[src/rtl/wisc_pkg.sv]
// Shared definitions for the WISC pipeline: opcodes, flag layout, stage state.
package wisc_pkg;

  localparam int unsigned OP_W   = 4;
  localparam int unsigned FLAG_W = 3;
  localparam int unsigned FLAG_Z = 2;
  localparam int unsigned FLAG_V = 1;
  localparam int unsigned FLAG_N = 0;

  localparam logic [OP_W-1:0] OP_ADD    = 4'b0000;
  localparam logic [OP_W-1:0] OP_SUB    = 4'b0001;
  localparam logic [OP_W-1:0] OP_XOR    = 4'b0010;
  localparam logic [OP_W-1:0] OP_RED    = 4'b0011;
  localparam logic [OP_W-1:0] OP_SLL    = 4'b0100;
  localparam logic [OP_W-1:0] OP_SRA    = 4'b0101;
  localparam logic [OP_W-1:0] OP_ROR    = 4'b0110;
  localparam logic [OP_W-1:0] OP_PADDSB = 4'b0111;
  localparam logic [OP_W-1:0] OP_LW     = 4'b1000;
  localparam logic [OP_W-1:0] OP_SW     = 4'b1001;
  localparam logic [OP_W-1:0] OP_LHB    = 4'b1010;
  localparam logic [OP_W-1:0] OP_LLB    = 4'b1011;
  localparam logic [OP_W-1:0] OP_B      = 4'b1100;
  localparam logic [OP_W-1:0] OP_BR     = 4'b1101;
  localparam logic [OP_W-1:0] OP_PCS    = 4'b1110;
  localparam logic [OP_W-1:0] OP_HLT    = 4'b1111;

  typedef enum logic {
    StRun,
    StHalted
  } stage_state_e;

  // Which flag bits an opcode writes when it retires from EX.
  function automatic logic [FLAG_W-1:0] flag_mask(input logic [OP_W-1:0] op);
    logic [FLAG_W-1:0] m;
    m = '0;
    case (op)
      OP_ADD, OP_SUB:                 m = 3'b111;
      OP_XOR, OP_SLL, OP_SRA, OP_ROR: m[FLAG_Z] = 1'b1;
      default:                        m = '0;
    endcase
    return m;
  endfunction

endpackage

[src/rtl/ex_mem_stage_flag_reg.sv]
// Architectural flag register with per-bit write mask.
// Optional same-cycle bypass to the branch unit when FLAG_BYPASS_EN is defined.
module flag_reg
  import wisc_pkg::*;
(
  input  logic              clk,
  input  logic              rst_n,
  input  logic [FLAG_W-1:0] upd_mask_i,
  input  logic [FLAG_W-1:0] flag_i,
  output logic [FLAG_W-1:0] flag_q_o,
  output logic [FLAG_W-1:0] flag_fwd_o
);

  logic [FLAG_W-1:0] r_flag;
  logic [FLAG_W-1:0] w_flag_next;

  // Merge: masked bits take the new ALU flags, the rest hold.
  always_comb begin
    w_flag_next = (upd_mask_i & flag_i) | (~upd_mask_i & r_flag);
  end

  // Flag state, synchronous active-low reset.
  always_ff @(posedge clk) begin
    if (!rst_n) begin
      r_flag <= '0;
    end else begin
      r_flag <= w_flag_next;
    end
  end

  assign flag_q_o = r_flag;

`ifdef FLAG_BYPASS_EN
  // Mask is zero unless an updating opcode is accepted, so this equals r_flag otherwise.
  assign flag_fwd_o = w_flag_next;
`else
  assign flag_fwd_o = r_flag;
`endif

endmodule

[src/rtl/ex_mem_stage.sv]
// EX/MEM pipeline register with flag update and HLT handling.
// Optional macro FLAG_BYPASS_EN enables same-cycle flag forwarding in flag_reg.
module ex_mem_stage
  import wisc_pkg::*;
#(
  parameter int unsigned DATA_W = 16,
  parameter int unsigned REG_AW = 4
) (
  input  logic              clk,
  input  logic              rst_n,
  input  logic              ex_valid_i,
  output logic              ex_ready_o,
  input  logic [OP_W-1:0]   ex_opcode_i,
  input  logic [DATA_W-1:0] alu_out_i,
  input  logic [FLAG_W-1:0] alu_flag_i,
  input  logic [REG_AW-1:0] ex_rd_i,
  input  logic              ex_regwrite_i,
  input  logic              ex_memread_i,
  input  logic              ex_memwrite_i,
  input  logic [DATA_W-1:0] ex_store_data_i,
  input  logic              stall_i,
  input  logic              flush_i,
  output logic              mem_valid_o,
  output logic [OP_W-1:0]   mem_opcode_o,
  output logic [DATA_W-1:0] mem_alu_result_o,
  output logic [REG_AW-1:0] mem_rd_o,
  output logic              mem_regwrite_o,
  output logic              mem_memread_o,
  output logic              mem_memwrite_o,
  output logic [DATA_W-1:0] mem_store_data_o,
  output logic [FLAG_W-1:0] flag_q_o,
  output logic [FLAG_W-1:0] flag_fwd_o,
  output logic              halted_o
);

  stage_state_e      r_state;
  logic              r_halted;
  logic              r_valid;
  logic [OP_W-1:0]   r_opcode;
  logic [DATA_W-1:0] r_alu_result;
  logic [REG_AW-1:0] r_rd;
  logic              r_regwrite;
  logic              r_memread;
  logic              r_memwrite;
  logic [DATA_W-1:0] r_store_data;

  logic              w_run;
  logic              w_accept;
  logic              w_is_hlt;
  logic [FLAG_W-1:0] w_flag_mask;

  assign w_run      = (r_state == StRun);
  assign w_accept   = ex_valid_i & ~stall_i & ~flush_i & w_run;
  assign w_is_hlt   = (ex_opcode_i == OP_HLT);
  assign ex_ready_o = ~stall_i;

  // Flag write mask is only live on an accepted instruction.
  always_comb begin
    w_flag_mask = '0;
    if (w_accept) begin
      w_flag_mask = flag_mask(ex_opcode_i);
    end
  end

  // EX/MEM register: reset > flush > stall > accept > bubble.
  always_ff @(posedge clk) begin
    if (!rst_n) begin
      r_valid      <= 1'b0;
      r_opcode     <= '0;
      r_alu_result <= '0;
      r_rd         <= '0;
      r_regwrite   <= 1'b0;
      r_memread    <= 1'b0;
      r_memwrite   <= 1'b0;
      r_store_data <= '0;
    end else if (flush_i) begin
      r_valid    <= 1'b0;
      r_regwrite <= 1'b0;
      r_memread  <= 1'b0;
      r_memwrite <= 1'b0;
    end else if (stall_i) begin
      r_valid    <= r_valid;
      r_regwrite <= r_regwrite;
      r_memread  <= r_memread;
      r_memwrite <= r_memwrite;
    end else if (w_accept) begin
      r_valid      <= 1'b1;
      r_opcode     <= ex_opcode_i;
      r_alu_result <= alu_out_i;
      r_rd         <= ex_rd_i;
      // HLT travels down the pipe but must never write anything.
      r_regwrite   <= ex_regwrite_i & ~w_is_hlt;
      r_memread    <= ex_memread_i;
      r_memwrite   <= ex_memwrite_i & ~w_is_hlt;
      r_store_data <= ex_store_data_i;
    end else begin
      r_valid    <= 1'b0;
      r_regwrite <= 1'b0;
      r_memread  <= 1'b0;
      r_memwrite <= 1'b0;
    end
  end

  // RUN/HALTED state machine; HALTED exits only through reset.
  always_ff @(posedge clk) begin
    if (!rst_n) begin
      r_state  <= StRun;
      r_halted <= 1'b0;
    end else begin
      unique case (r_state)
        StRun: begin
          if (w_accept && w_is_hlt) begin
            r_state  <= StHalted;
            r_halted <= 1'b1;
          end
        end
        StHalted: begin
          r_state  <= StHalted;
          r_halted <= 1'b1;
        end
        default: begin
          r_state  <= StRun;
          r_halted <= 1'b0;
        end
      endcase
    end
  end

  flag_reg u_flag_reg (
    .clk        (clk),
    .rst_n      (rst_n),
    .upd_mask_i (w_flag_mask),
    .flag_i     (alu_flag_i),
    .flag_q_o   (flag_q_o),
    .flag_fwd_o (flag_fwd_o)
  );

  assign mem_valid_o      = r_valid;
  assign mem_opcode_o     = r_opcode;
  assign mem_alu_result_o = r_alu_result;
  assign mem_rd_o         = r_rd;
  assign mem_regwrite_o   = r_regwrite;
  assign mem_memread_o    = r_memread;
  assign mem_memwrite_o   = r_memwrite;
  assign mem_store_data_o = r_store_data;
  assign halted_o         = r_halted;

endmodule

[config.mk]
export PLATFORM = sky130hd
export DESIGN_NAME = ex_mem_stage
export DESIGN_NICKNAME = d
export VERILOG_FILES = /design/src/rtl/wisc_pkg.sv /design/src/rtl/ex_mem_stage_flag_reg.sv /design/src/rtl/ex_mem_stage.sv
export SDC_FILE = /design/constraint.sdc
export NUM_CORES = 1
export LEC_CHECK = 0
export CAP_MARGIN = 10
export CORE_ASPECT_RATIO = 0.9
export CORE_MARGIN = 1.5
export CORE_UTILIZATION = 30
export DETAILED_ROUTE_END_ITERATION = 12
export PLACE_DENSITY_LB_ADDON = 0.25
export SYNTH_ARGS = -nofsm -noshare
export SYNTH_HDL_FRONTEND = slang
export SYNTH_SLANG_ARGS = --single-unit
[constraint.sdc]
create_clock -name clk -period 1.5 [get_ports clk]
set_clock_uncertainty 0.05 [all_clocks]
set_input_delay 0.15 -clock clk [delete_from_list [all_inputs] [get_ports clk]]
set_output_delay 0.15 -clock clk [all_outputs]
set_load 0.01 [all_outputs]
=== Word-level counts from Yosys, hierarchy flattened ===
Index checks and enable logic that the tools add are counted.

* Latch bits: 0
* Memory bits (read-only): 0
* Register bits: 49
* Memories kept: 0
* Input port bits: 51
* Logic and storage cells: 49
* Output and inout port bits: 52
* Memory bits (writable): 0

* Div/mod/pow operators: 0
* Equality and inequality tests: 7
* Shifts and indexed selects: 0
* Muxes and demuxes: 11
* Bitwise logic cells: 14
* Add/subtract/negate cells: 0
* Order comparisons: 0
* Multiply operators: 0
* Reductions and logical operators: 6

{| class="wikitable"
|+ Operators with widths
! cell !! number
|-
| $eq 4x3->1 const B || 3
|-
| $mux 1 || 7
|-
| $and 3x3->3 || 2
|-
| $reduce_or 6->1 || 1
|-
| $and 1x1->1 || 5
|-
| $not 1->1 || 5
|-
| $eq 4x1->1 const B || 1
|-
| $eq 4x2->1 const B || 1
|-
| $eq 4x4->1 const B || 1
|-
| $logic_not 4->1 || 1
|-
| $pmux 1 s2 || 2
|-
| $reduce_or 2->1 || 2
|-
| $mux 3 || 1
|-
| $not 3->3 || 1
|-
| $or 3x3->3 || 1
|-
| $reduce_and 3->1 || 1
|-
| $mux 2 || 1
|-
| $ne 2x1->1 const B || 1
|-
| $logic_and 1x1->1 || 1
|}

=== Longest topological paths before layout ===
* Word-level depth: 8
* Mapped depth: 5

=== By module ===
From an unflattened synthesis, not the netlist that was laid out.

* Cell total of the unflattened synthesis: 209
* Area, all modules: 1859.3 um2

{| class="wikitable"
|+ By module, submodules not included
! module !! instances !! sequential area each (um2) !! area an instance (um2) !! cells an instance
|-
| ex_mem_stage || 1 || 920.9 || 1727.9 || 197
|-
| flag_reg || 1 || 60.1 || 131.4 || 12
|}

=== Least setup slack after synthesis ===
No wires, ideal clock.

* Path type: register to register
* Start: register r_state
* End: register with a tool-made name
* Clock period less this slack: 1.429 ns
* Stages on the path, launching flop included: 5
* Path buffers: 1
* Setup time: 0.072 ns
* Arrival time: 1.307 ns
* Path slack: 0.071 ns
* Cell sequence: dfxtp_1 or4b_1 buf_2 nor4_4 mux2i_1

{| class="wikitable"
|+ RTL lines
! item !! line !! source
|-
| from (decl) || ex_mem_stage.sv:36 || <nowiki>stage_state_e r_state;</nowiki>
|-
| from (signal assigned) || ex_mem_stage.sv:107 || <nowiki>r_state <= StRun;</nowiki>
|-
| from (signal assigned) || ex_mem_stage.sv:113 || <nowiki>r_state <= StHalted;</nowiki>
|-
| from (signal assigned) || ex_mem_stage.sv:118 || <nowiki>r_state <= StHalted;</nowiki>
|}

==> run_results.csv <==
group,metric,value,unit
status,run_status,"completed",
sta,worst_pin_slew,0.300,ns
placement,dpl.hpwl,3.42,mm
sta,rsz0062_at_grt,"true",
placement,port_buffers,102,
sta,final_max_slew_viol_count,0,
sta,slew_headroom,79.8,%
synthesis,synthTopCellsByCount,"nand2_1, dfxtp_1, a21boi_0",
worst_hold_path,hp-class,"primary input to register",
synthesis,synthCells,213,
route,drc_errors,0,
grt,grt_pass1_vias,1521,
floorplan,initial_utilization,30.8,%
pwr,ir_drop,0.000290,V
cells_and_area,drive_gt1_share,7.55,%
worst_setup_path,arrival,1.63,ns
worst_setup_path,path_class,"register to register",
route,vias,1742,
pwr,p_total,0.00251,W
cells_and_area,num-fill-cells,577,
cts,cts_sinks,49,
pwr,p_leak,1.10,nW
pwr,p_per_area,801,nW/um2
route,wl_per_cell,12.4,um
sta,hold_slack,0.344,ns
worst_setup_path,startpoint,"r_state",
floorplan,die_width,86.1,um
grt,grt_usage,14.5,%
sta,layout_setup_ws,0.0429,ns
synthesis,yosysUniqueCellTypes,21,
sta,setup_violations,0,
synthesis,synthDominantCellAreaShare,52.7,%
job,drv_cap,0,
sta,timing.final.crit_share,97.1,%
worst_hold_path,worstHoldStart,"ex_rd_i[0]",
worst_setup_path,cp.required,1.68,ns
cts,cts_max_path_buffers,2,
worst_setup_path,critPathMaxFanout,4,
placement,dp_cells,382,
synthesis,synth-seq-cells,49,
synthesis,syn_nets,264,
cells_and_area,nets,369,
worst_setup_path,r2r-start,"r_state",
floorplan,die-area,6690,um2
placement,place.gp.congestion,0.753,
sta,fin_crit,1.46,ns
cts,ctsHoldBuffers,0,
cells_and_area,post-route-util,51.7,%
worst_setup_path,start_kind,"register",
route,drt_iter0_markers,44,
cts,cts_tree,"yes",
cells_and_area,instances_no_fill,390,
floorplan,core,6050,um2
synthesis,synth-main-ff-cell,"dfxtp_1",
synthesis,ys_seq_area_share,52.7,%
route,routed_wl,4.82,mm
route,firstDrtPassIters,4,
worst_setup_path,end_kind,"register",
synthesis,synth_area_leaders,"dfxtp_1, nand2_1, a21boi_0",
synthesis,synth_area,1860,um2
sta,fmax,686,MHz
grt,antenna_found_initial,0,
cells_and_area,regArea,982,um2
cts,root_buffer,"clkbuf_8",
synthesis,async_flop_share,0,%
floorplan,io_pins,103,
cts,clkTransAtPathRegs,0.08,ns
synthesis,avgSynthCellArea,8.75,um2
cells_and_area,syn_to_final_growth,67.9,%
route,ant_nets,0,
cells_and_area,antenna_cells,0,
synthesis,yosysWarnings,0,
sta,hold_viol,0,
grt,grt_pass1_wl,7.56,mm
synthesis,synth_edf_count,0,
route,routed_via_density,4.47,
floorplan,num_rows,27,
grt,grt_max_degree,23,
cts,h-tree-depth,2,
cts,clock_latency,0.29,ns
synthesis,synth_top_area_cell,"dfxtp_1",
cells_and_area,multi_input_area,803,um2
floorplan,die_y,77.8,um
synthesis,yosysMostFrequentCell,"nand2_1",
grt,overflow,0,
cts,cts_buffers,5,
placement,dpl_worst_slack,-0.376,ns
[where the power goes]
part	total (W)	switching [W]	internal (W)
clock	0.000768	0.000401	0.000366
sequential	0.00136	0.0000183	0.00134
combinational	0.000383	0.000139	0.000244
[repair_timing]
action	CTS	global route
cloned	0	1
setup buffers	0	1
hold endpoints to repair	0	0
pin swaps	2	3
gates resized for setup	3	9
setup endpoints to repair	43	11
[kinds of logic after synthesis]
family                 after synthesis  share of synthesized area (%)
multiplexers                         2                           1.07
flip-flops                          49                           52.7
AO/OA/AOI/OAI                       49                           19.7
AND/OR/NAND/NOR                     95                           21.8
buffers and inverters               18                           4.84
[path summary, 6_finish.rpt]
path	slack, ns	cells past startpoint	to
max reg2reg	0.04	3	register
min	0.34	3	mem_rd_o[0]
min reg2reg	0.40	2	mem_store_data_o[11]
max	0.04	3	register
[metal layers]
| layer | wire [um] | up-vias | global-route usage (%) |
|---|---|---|---|
| li1 | - | 898 | - |
| met5 | 0 | - | 0 |
| met2 | 2150 | 60 | 22.2 |
| met3 | 341 | 10 | 5.32 |
| met1 | 2220 | 774 | 18.3 |
| met4 | 111 | 0 | 6.45 |
[sequential cells by signal, summed over array words and instances, names as in the netlist, named ones only]
name	count
mem_memread_o	1
mem_valid_o	1
halted_o	1
mem_rd_o	4
mem_regwrite_o	1
mem_alu_result_o	16
r_state	1
mem_store_data_o	16
mem_opcode_o	4
mem_memwrite_o	1
[critical path, cell delays in order (launching register included)]
cell and delay [ns]:
dfxtp_2 0.34, or4b_4 0.55, nor4_4 0.24, mux2i_1 0.21
[area by class of cell]
type                            instances  share of cell area, %
Sequential cell                        49                   31.4
Inverter                                1                  0.120
Multi-Input combinational cell        146                   25.7
Timing Repair Buffer                  115                   37.2
Tap cell                               72                   2.88
Clock buffer                            7                   2.76
[cell usage in the layout, fill, tap and decap left out, types with 2 or more instances in the layout]
cell,instances
a21boi_1,10
clkdlybuf4s50_1,101
a21oi_1,3
nand2_1,86
mux2i_1,2
a21boi_0,30
buf_6,4
buf_4,7
nor2_1,4
clkbuf_8,6
dfxtp_1,48
[through the flow]
step                      setup TNS [ns]  cell area [um2]
after floorplan                        0             1860
after global placement            -15.00             2990
after detailed placement          -16.35             2990
after CTS                        -0.0856             3080
after global routing             -0.0955             3130
final                                  0             3130
(Power assumes the default switching activity.)
